### src/rtl/txq_arbiter.sv
// rtl/txq_arbiter.sv - packet-granular round-robin merge of framed 9-bit source streams into one TX queue
//
// Ports:
//   sys_clk, sys_rst        single clock, synchronous active-high reset
//   src_dout, src_empty     per-source FWFT head word (source i at [9i+8:9i]) and empty flag
//   src_rd_en               per-source pop strobe, combinational
//   dst_din, dst_wr_en      registered TX queue write word and strobe
//   dst_full                TX queue almost-full, asserted with at least one word of margin
//   grant                   one-hot current owner, zero while idle
//   frame_cnt               frames completed including truncated ones, wraps
//   trunc_cnt               frames truncated, saturates

module txq_arbiter #(
    parameter int NPORT     = 4,
    parameter int MAX_LEN   = 2047,
    parameter int LEN_WIDTH = 12
) (
    input  logic               sys_clk,
    input  logic               sys_rst,
    input  logic [NPORT*9-1:0] src_dout,
    input  logic [NPORT-1:0]   src_empty,
    output logic [NPORT-1:0]   src_rd_en,
    output logic [8:0]         dst_din,
    input  logic               dst_full,
    output logic               dst_wr_en,
    output logic [NPORT-1:0]   grant,
    output logic [31:0]        frame_cnt,
    output logic [15:0]        trunc_cnt
);

    localparam int IDX_W = (NPORT > 1) ? $clog2(NPORT) : 1;
    localparam logic [LEN_WIDTH-1:0] LEN_LAST = LEN_WIDTH'(MAX_LEN - 1);

    typedef enum logic [1:0] {
        IDLE  = 2'd0,
        XFER  = 2'd1,
        TRUNC = 2'd2,
        DRAIN = 2'd3
    } state_t;

    state_t state;
    state_t state_next;

    logic [IDX_W-1:0]     owner;
    logic [IDX_W-1:0]     last_grant;
    logic [LEN_WIDTH-1:0] len;

    logic [8:0]       head [NPORT];
    logic [NPORT-1:0] is_gap;
    logic [NPORT-1:0] eligible;

    // Per-source classification of the FWFT head word.
    always_comb begin
        for (int i = 0; i < NPORT; i++) begin
            head[i]     = src_dout[9*i +: 9];
            is_gap[i]   = !src_empty[i] && !head[i][8];
            eligible[i] = !src_empty[i] &&  head[i][8];
        end
    end

    // Round-robin pick: first eligible source after last_grant, wrapping modulo NPORT.
    logic             pick_valid;
    logic [IDX_W-1:0] pick_idx;
    logic [IDX_W:0]   rr_sum;

    always_comb begin
        pick_valid = 1'b0;
        pick_idx   = '0;
        rr_sum     = '0;
        for (int k = 1; k <= NPORT; k++) begin
            rr_sum = {1'b0, last_grant} + (IDX_W+1)'(k);
            if (rr_sum >= (IDX_W+1)'(NPORT)) begin
                rr_sum = rr_sum - (IDX_W+1)'(NPORT);
            end
            if (!pick_valid && eligible[rr_sum[IDX_W-1:0]]) begin
                pick_valid = 1'b1;
                pick_idx   = rr_sum[IDX_W-1:0];
            end
        end
    end

    // Next-state and datapath control.
    logic [8:0] own_word;
    logic       own_empty;
    logic       wr_next;
    logic [8:0] din_next;
    logic       grant_load;
    logic       grant_clear;
    logic       frame_inc;
    logic       trunc_inc;
    logic       len_inc;

    always_comb begin
        own_word    = head[owner];
        own_empty   = src_empty[owner];
        state_next  = state;
        src_rd_en   = '0;
        wr_next     = 1'b0;
        din_next    = dst_din;
        grant_load  = 1'b0;
        grant_clear = 1'b0;
        frame_inc   = 1'b0;
        trunc_inc   = 1'b0;
        len_inc     = 1'b0;

        case (state)
            IDLE: begin
                // Stray gap words are dropped from every source in parallel.
                src_rd_en = is_gap;
                if (pick_valid) begin
                    grant_load = 1'b1;
                    state_next = XFER;
                end
            end

            XFER: begin
                if (!own_empty && !dst_full) begin
                    src_rd_en[owner] = 1'b1;
                    wr_next          = 1'b1;
                    din_next         = own_word;
                    if (own_word[8]) begin
                        len_inc = 1'b1;
                        if (len == LEN_LAST) begin
                            state_next = TRUNC;
                        end
                    end else begin
                        // Delimiter is forwarded and closes the frame.
                        frame_inc   = 1'b1;
                        grant_clear = 1'b1;
                        state_next  = IDLE;
                    end
                end
            end

            TRUNC: begin
                if (!dst_full) begin
                    wr_next    = 1'b1;
                    din_next   = 9'h000;
                    frame_inc  = 1'b1;
                    trunc_inc  = 1'b1;
                    state_next = DRAIN;
                end
            end

            DRAIN: begin
                // Discard the oversize tail; the TX queue is not involved.
                if (!own_empty) begin
                    src_rd_en[owner] = 1'b1;
                    if (!own_word[8]) begin
                        grant_clear = 1'b1;
                        state_next  = IDLE;
                    end
                end
            end

            default: begin
                state_next = IDLE;
            end
        endcase

        // No source word may be consumed while the arbiter is being reset.
        if (sys_rst) begin
            src_rd_en = '0;
        end
    end

    always_ff @(posedge sys_clk) begin
        if (sys_rst) begin
            state <= IDLE;
        end else begin
            state <= state_next;
        end
    end

    always_ff @(posedge sys_clk) begin
        if (sys_rst) begin
            dst_wr_en  <= 1'b0;
            dst_din    <= 9'h000;
            grant      <= '0;
            owner      <= '0;
            last_grant <= IDX_W'(NPORT - 1);
            len        <= '0;
            frame_cnt  <= 32'd0;
            trunc_cnt  <= 16'd0;
        end else begin
            dst_wr_en <= wr_next;
            dst_din   <= din_next;
            if (grant_load) begin
                grant      <= NPORT'(1) << pick_idx;
                owner      <= pick_idx;
                last_grant <= pick_idx;
                len        <= '0;
            end else if (grant_clear) begin
                grant <= '0;
            end
            if (len_inc) begin
                len <= len + 1'b1;
            end
            if (frame_inc) begin
                frame_cnt <= frame_cnt + 32'd1;
            end
            if (trunc_inc && (trunc_cnt != 16'hFFFF)) begin
                trunc_cnt <= trunc_cnt + 16'd1;
            end
        end
    end

endmodule

### config.mk
export PLATFORM = sky130hd
export DESIGN_NAME = txq_arbiter
export DESIGN_NICKNAME = d
export VERILOG_FILES = /design/src/rtl/txq_arbiter.sv
export SDC_FILE = /design/constraint.sdc
export NUM_CORES = 1
export LEC_CHECK = 0
export CAP_MARGIN = 20
export CORE_UTILIZATION = 53
export DETAILED_ROUTE_END_ITERATION = 10
export GPL_TIMING_DRIVEN = 0
export HOLD_SLACK_MARGIN = 0.02
export MAX_ROUTING_LAYER = met4
export PLACE_DENSITY = 0.85
export SLEW_MARGIN = 20
export SYNTH_ARGS = -nofsm -noshare
export SYNTH_HDL_FRONTEND = slang
export SYNTH_SLANG_ARGS = --single-unit
### constraint.sdc
create_clock -name sys_clk -period 4.9 [get_ports sys_clk]
set_clock_uncertainty 0.1 [all_clocks]
set_input_delay 0.98 -clock sys_clk [delete_from_list [all_inputs] [get_ports sys_clk]]
set_output_delay 0.98 -clock sys_clk [all_outputs]
set_load 0.02 [all_outputs]
==> results of run 1 <==
[registers in the layout, summed over array words and instances, names as in the netlist, named ones only]
name / count
dst_din: 9
dst_wr_en: 1
frame_cnt: 32
grant: 4
last_grant: 2
len: 12
owner: 2
state: 1
trunc_cnt: 16
[path summary, 6_finish.rpt]
| check | startpoint | end | slack [ns] | cells past startpoint |
|---|---|---|---|---|
| worst max-delay path | src_empty[1] | src_rd_en[2] | 0.40 | 6 |
| worst min-delay path | grant[2] | grant[2] | 0.37 | 2 |
| worst max register to register | state[0] | frame_cnt[19] | 1.93 | 9 |
| worst min register to register | grant[2] | grant[2] | 0.37 | 2 |
[worst max-delay path, delay by kind of cell]
family                 cells  cell delay [ns]
multiplexers               1             0.58
AND/OR/NAND/NOR            1             0.21
buffers and inverters      2             1.14
AO/OA/AOI/OAI              2             0.49
[through the flow]
step | power [mW] | hold WS, ns
2_1_floorplan | 1.07 | 0.342
3_3_place_gp | 1.23 | 0.344
3_5_place_dp | 1.25 | 0.353
4_1_cts | 1.71 | 0.369
5_1_grt | 1.80 | 0.389
6_report | 1.72 | 0.368
[kinds of logic after synthesis]
group           count (synthesis)  share of synthesized area [%]
mux                            17                           6.88
flops                          80                           37.3
compound gates                118                           18.3
simple gates                  209                           26.4
xor+xnor                       19                           3.88
buf+inv                        52                           4.93
fa+ha+maj                       8                           2.33
[layer usage]
layer | vias up | global-route usage [%] | wire [microns] | share of wire [%]
met4 | 0 | 11.1 | 153 | 1.3
li1 | 2104 | - | - | -
met3 | 15 | 4.81 | 811 | 6.9
met5 | - | - | 0 | 0
met1 | 2084 | 34.3 | 4960 | 42
met2 | 201 | 50.2 | 5800 | 49
[final cells by class]
class	count	area, sq um
timing repair buffer	107	1070
sequential	80	1600
inverter	22	82.6
multi-input combinational	371	2480
clock inverter	5	40.0
buffer	30	129
tap	102	128
clock buffer	11	151
fill	607	2080
[power breakdown]
part           switching (mW)  total (mW)  internal [mW]
registers              0.0308       0.722          0.691
logic                   0.290       0.522          0.232
clock network           0.256       0.472          0.216
[cells in the mapped netlist, types with 3 or more instances]
library cell | number | share of area (%)
o41ai_1 | 3 | 0.61
o21ai_0 | 14 | 1.6
nor2_1 | 60 | 5.2
o221a_2 | 3 | 0.79
nand2_1 | 29 | 2.5
nand4_1 | 13 | 1.9
o211ai_1 | 3 | 0.52
nand2b_1 | 5 | 0.73
nor4_1 | 4 | 0.58
a21oi_1 | 48 | 5.6
nor4_2 | 3 | 0.87
nor2b_1 | 7 | 1.0
a32oi_1 | 4 | 0.82
ha_1 | 8 | 2.3
xor2_1 | 5 | 1.0
mux2i_1 | 7 | 1.6
buf_2 | 7 | 0.82
xnor2_1 | 14 | 2.9
inv_1 | 22 | 1.9
o31ai_1 | 20 | 3.5
nor3_1 | 15 | 1.7
or4_1 | 19 | 3.3
dfxtp_1 | 80 | 37
a211o_1 | 3 | 0.61
or3_1 | 11 | 1.6
nand3_1 | 19 | 2.2
and4_1 | 3 | 0.61
mux4_2 | 10 | 5.2
clkbuf_1 | 19 | 1.7
nor3b_1 | 9 | 1.6
[cell usage in the layout, fill, tap and decap left out, drive strengths merged, types with 3 or more instances in the layout]
cell type      instances
or4                   19
inv                   23
a32oi                  4
buf                   11
clkbuf                30
nand2                 29
a311oi                 3
nor2b                  7
mux4                  10
clkdlybuf4s50        107
ha                     8
a21oi                 48
o211ai                 3
xor2                   5
nor3b                  9
dfxtp                 80
mux2i                  7
nand3                 19
o31ai                 20
o41ai                  4
clkinv                 4
nor4                   7
nor2                  60
and4                   3
a211o                  3
o21ai                 15
nor3                  15
nand4                 13
or3                   11
xnor2                 14
o221a                  3
nand2b                 5
==> impl_metrics.ini, run 1 <==
[worst_setup_path]
crit_fanout = 7
path_common_cell = clkdlybuf4s50_1
crit_type = in2out
cpPeakStageDelay_ns = 0.64
crit_chain = clkdlybuf4s50_1 -> mux4_2 -> a21oi_1 -> a32oi_1 -> nor3_1 -> clkdlybuf4s50_1
end_kind = output port
worstPathRequired_ns = 3.82
start_kind = input port
cp_slowest_cell = clkdlybuf4s50_1
cp_data_arrival_time_ns = 3.42

[grt]
grt_pass1_vias = 4268
grt_pass1_wl_microns = 19500
grt_max_degree = 15
grt_overflow = 0
grt_usage_pct = 29.2
antenna_found_initial = 0

[cts]
postCtsHoldBufs = 0
cts_inserted_buffers = 9
htreeDepth = 3
cts_tree = yes
clk_pin_slew_worst_paths_ns = 0.08
clk_latency_ns = 0.36
clock_sinks = 80
cts_setup_buffers = 0
clock-root-buffer = clkbuf_8
cts_resized = 0
max-clock-path-buffers = 2

[synthesis]
yosysUniqueCellTypes = 57
syn_area_per_cell_sq_um = 8.53
synth_area_sq_mm = 0.00429
async_flop_share_pct = 0
ys.warnings.count = 0
synth-seq-cells = 80
syn_inst = 503
synth_edf_count = 0
synth_ff_type = dfxtp_1
seq_area_frac_synth_pct = 37.3
syn_nets = 554

[sta]
setup_viol = 0
slew_violations = 0
tns_ns = 0
slew_headroom_pct = 39.2
timing.final.crit_share_pct = 91.7
tightest_slew_ns = 0.902
max_freq_mhz = 222
hold_viol = 0
rsz0062_at_grt = no
fin_crit_ns = 4.50
fin_ws_ns = 0.404

[floorplanning]
start_util_pct = 55.3
rows = 32
die_y_microns = 92
dieArea_sq_mm = 0.00846
core_sq_mm = 0.00777
die_width_microns = 92
ios = 109

[cells_and_area]
finalInstanceArea_sq_mm = 0.00568
drive_gt1_share_pct = 7.03
antenna_cells = 0
final_cells = 728
utilization_pct = 73.2
area_growth_pct = 32.4
nNetsFinal = 672

[flow_run]
maxCapViolCount = 0

[place]
placed_area_sq_mm = 0.00549
dpl.cell_count = 712
gp_congestion = 0.868
dp_slack_ns = 0.437
port_buffers = 107
hpwlAfterDp_microns = 8710

[min_path]
hp-class = reg2reg

[power]
p_leak_nw = 1.78
max-vdd-ir-drop_v = 0.000212
power.density_mw_per_mm2 = 302

[detailed_routing]
route.detailed.drc = 0
vias = 4404
wirelength_microns = 11700
via_per_inst = 6.05
first_pass_iters = 5
drt_iter0_markers = 297
wire_per_inst_microns = 16.1
ant_nets = 0

[status]
status = complete, no violations
Note: power is estimated with default switching activity, not from simulation.
==> inputs of run 2 (changes only) <==
--- a/config.mk
+++ b/config.mk
@@ -12,7 +12,6 @@
 export HOLD_SLACK_MARGIN = 0.02
 export MAX_ROUTING_LAYER = met4
 export PLACE_DENSITY = 0.85
-export SLEW_MARGIN = 20
 export SYNTH_ARGS = -nofsm -noshare
 export SYNTH_HDL_FRONTEND = slang
 export SYNTH_SLANG_ARGS = --single-unit
==> results of run 2 <==
Final layout, timing and power as in run 1 (identical DEF).
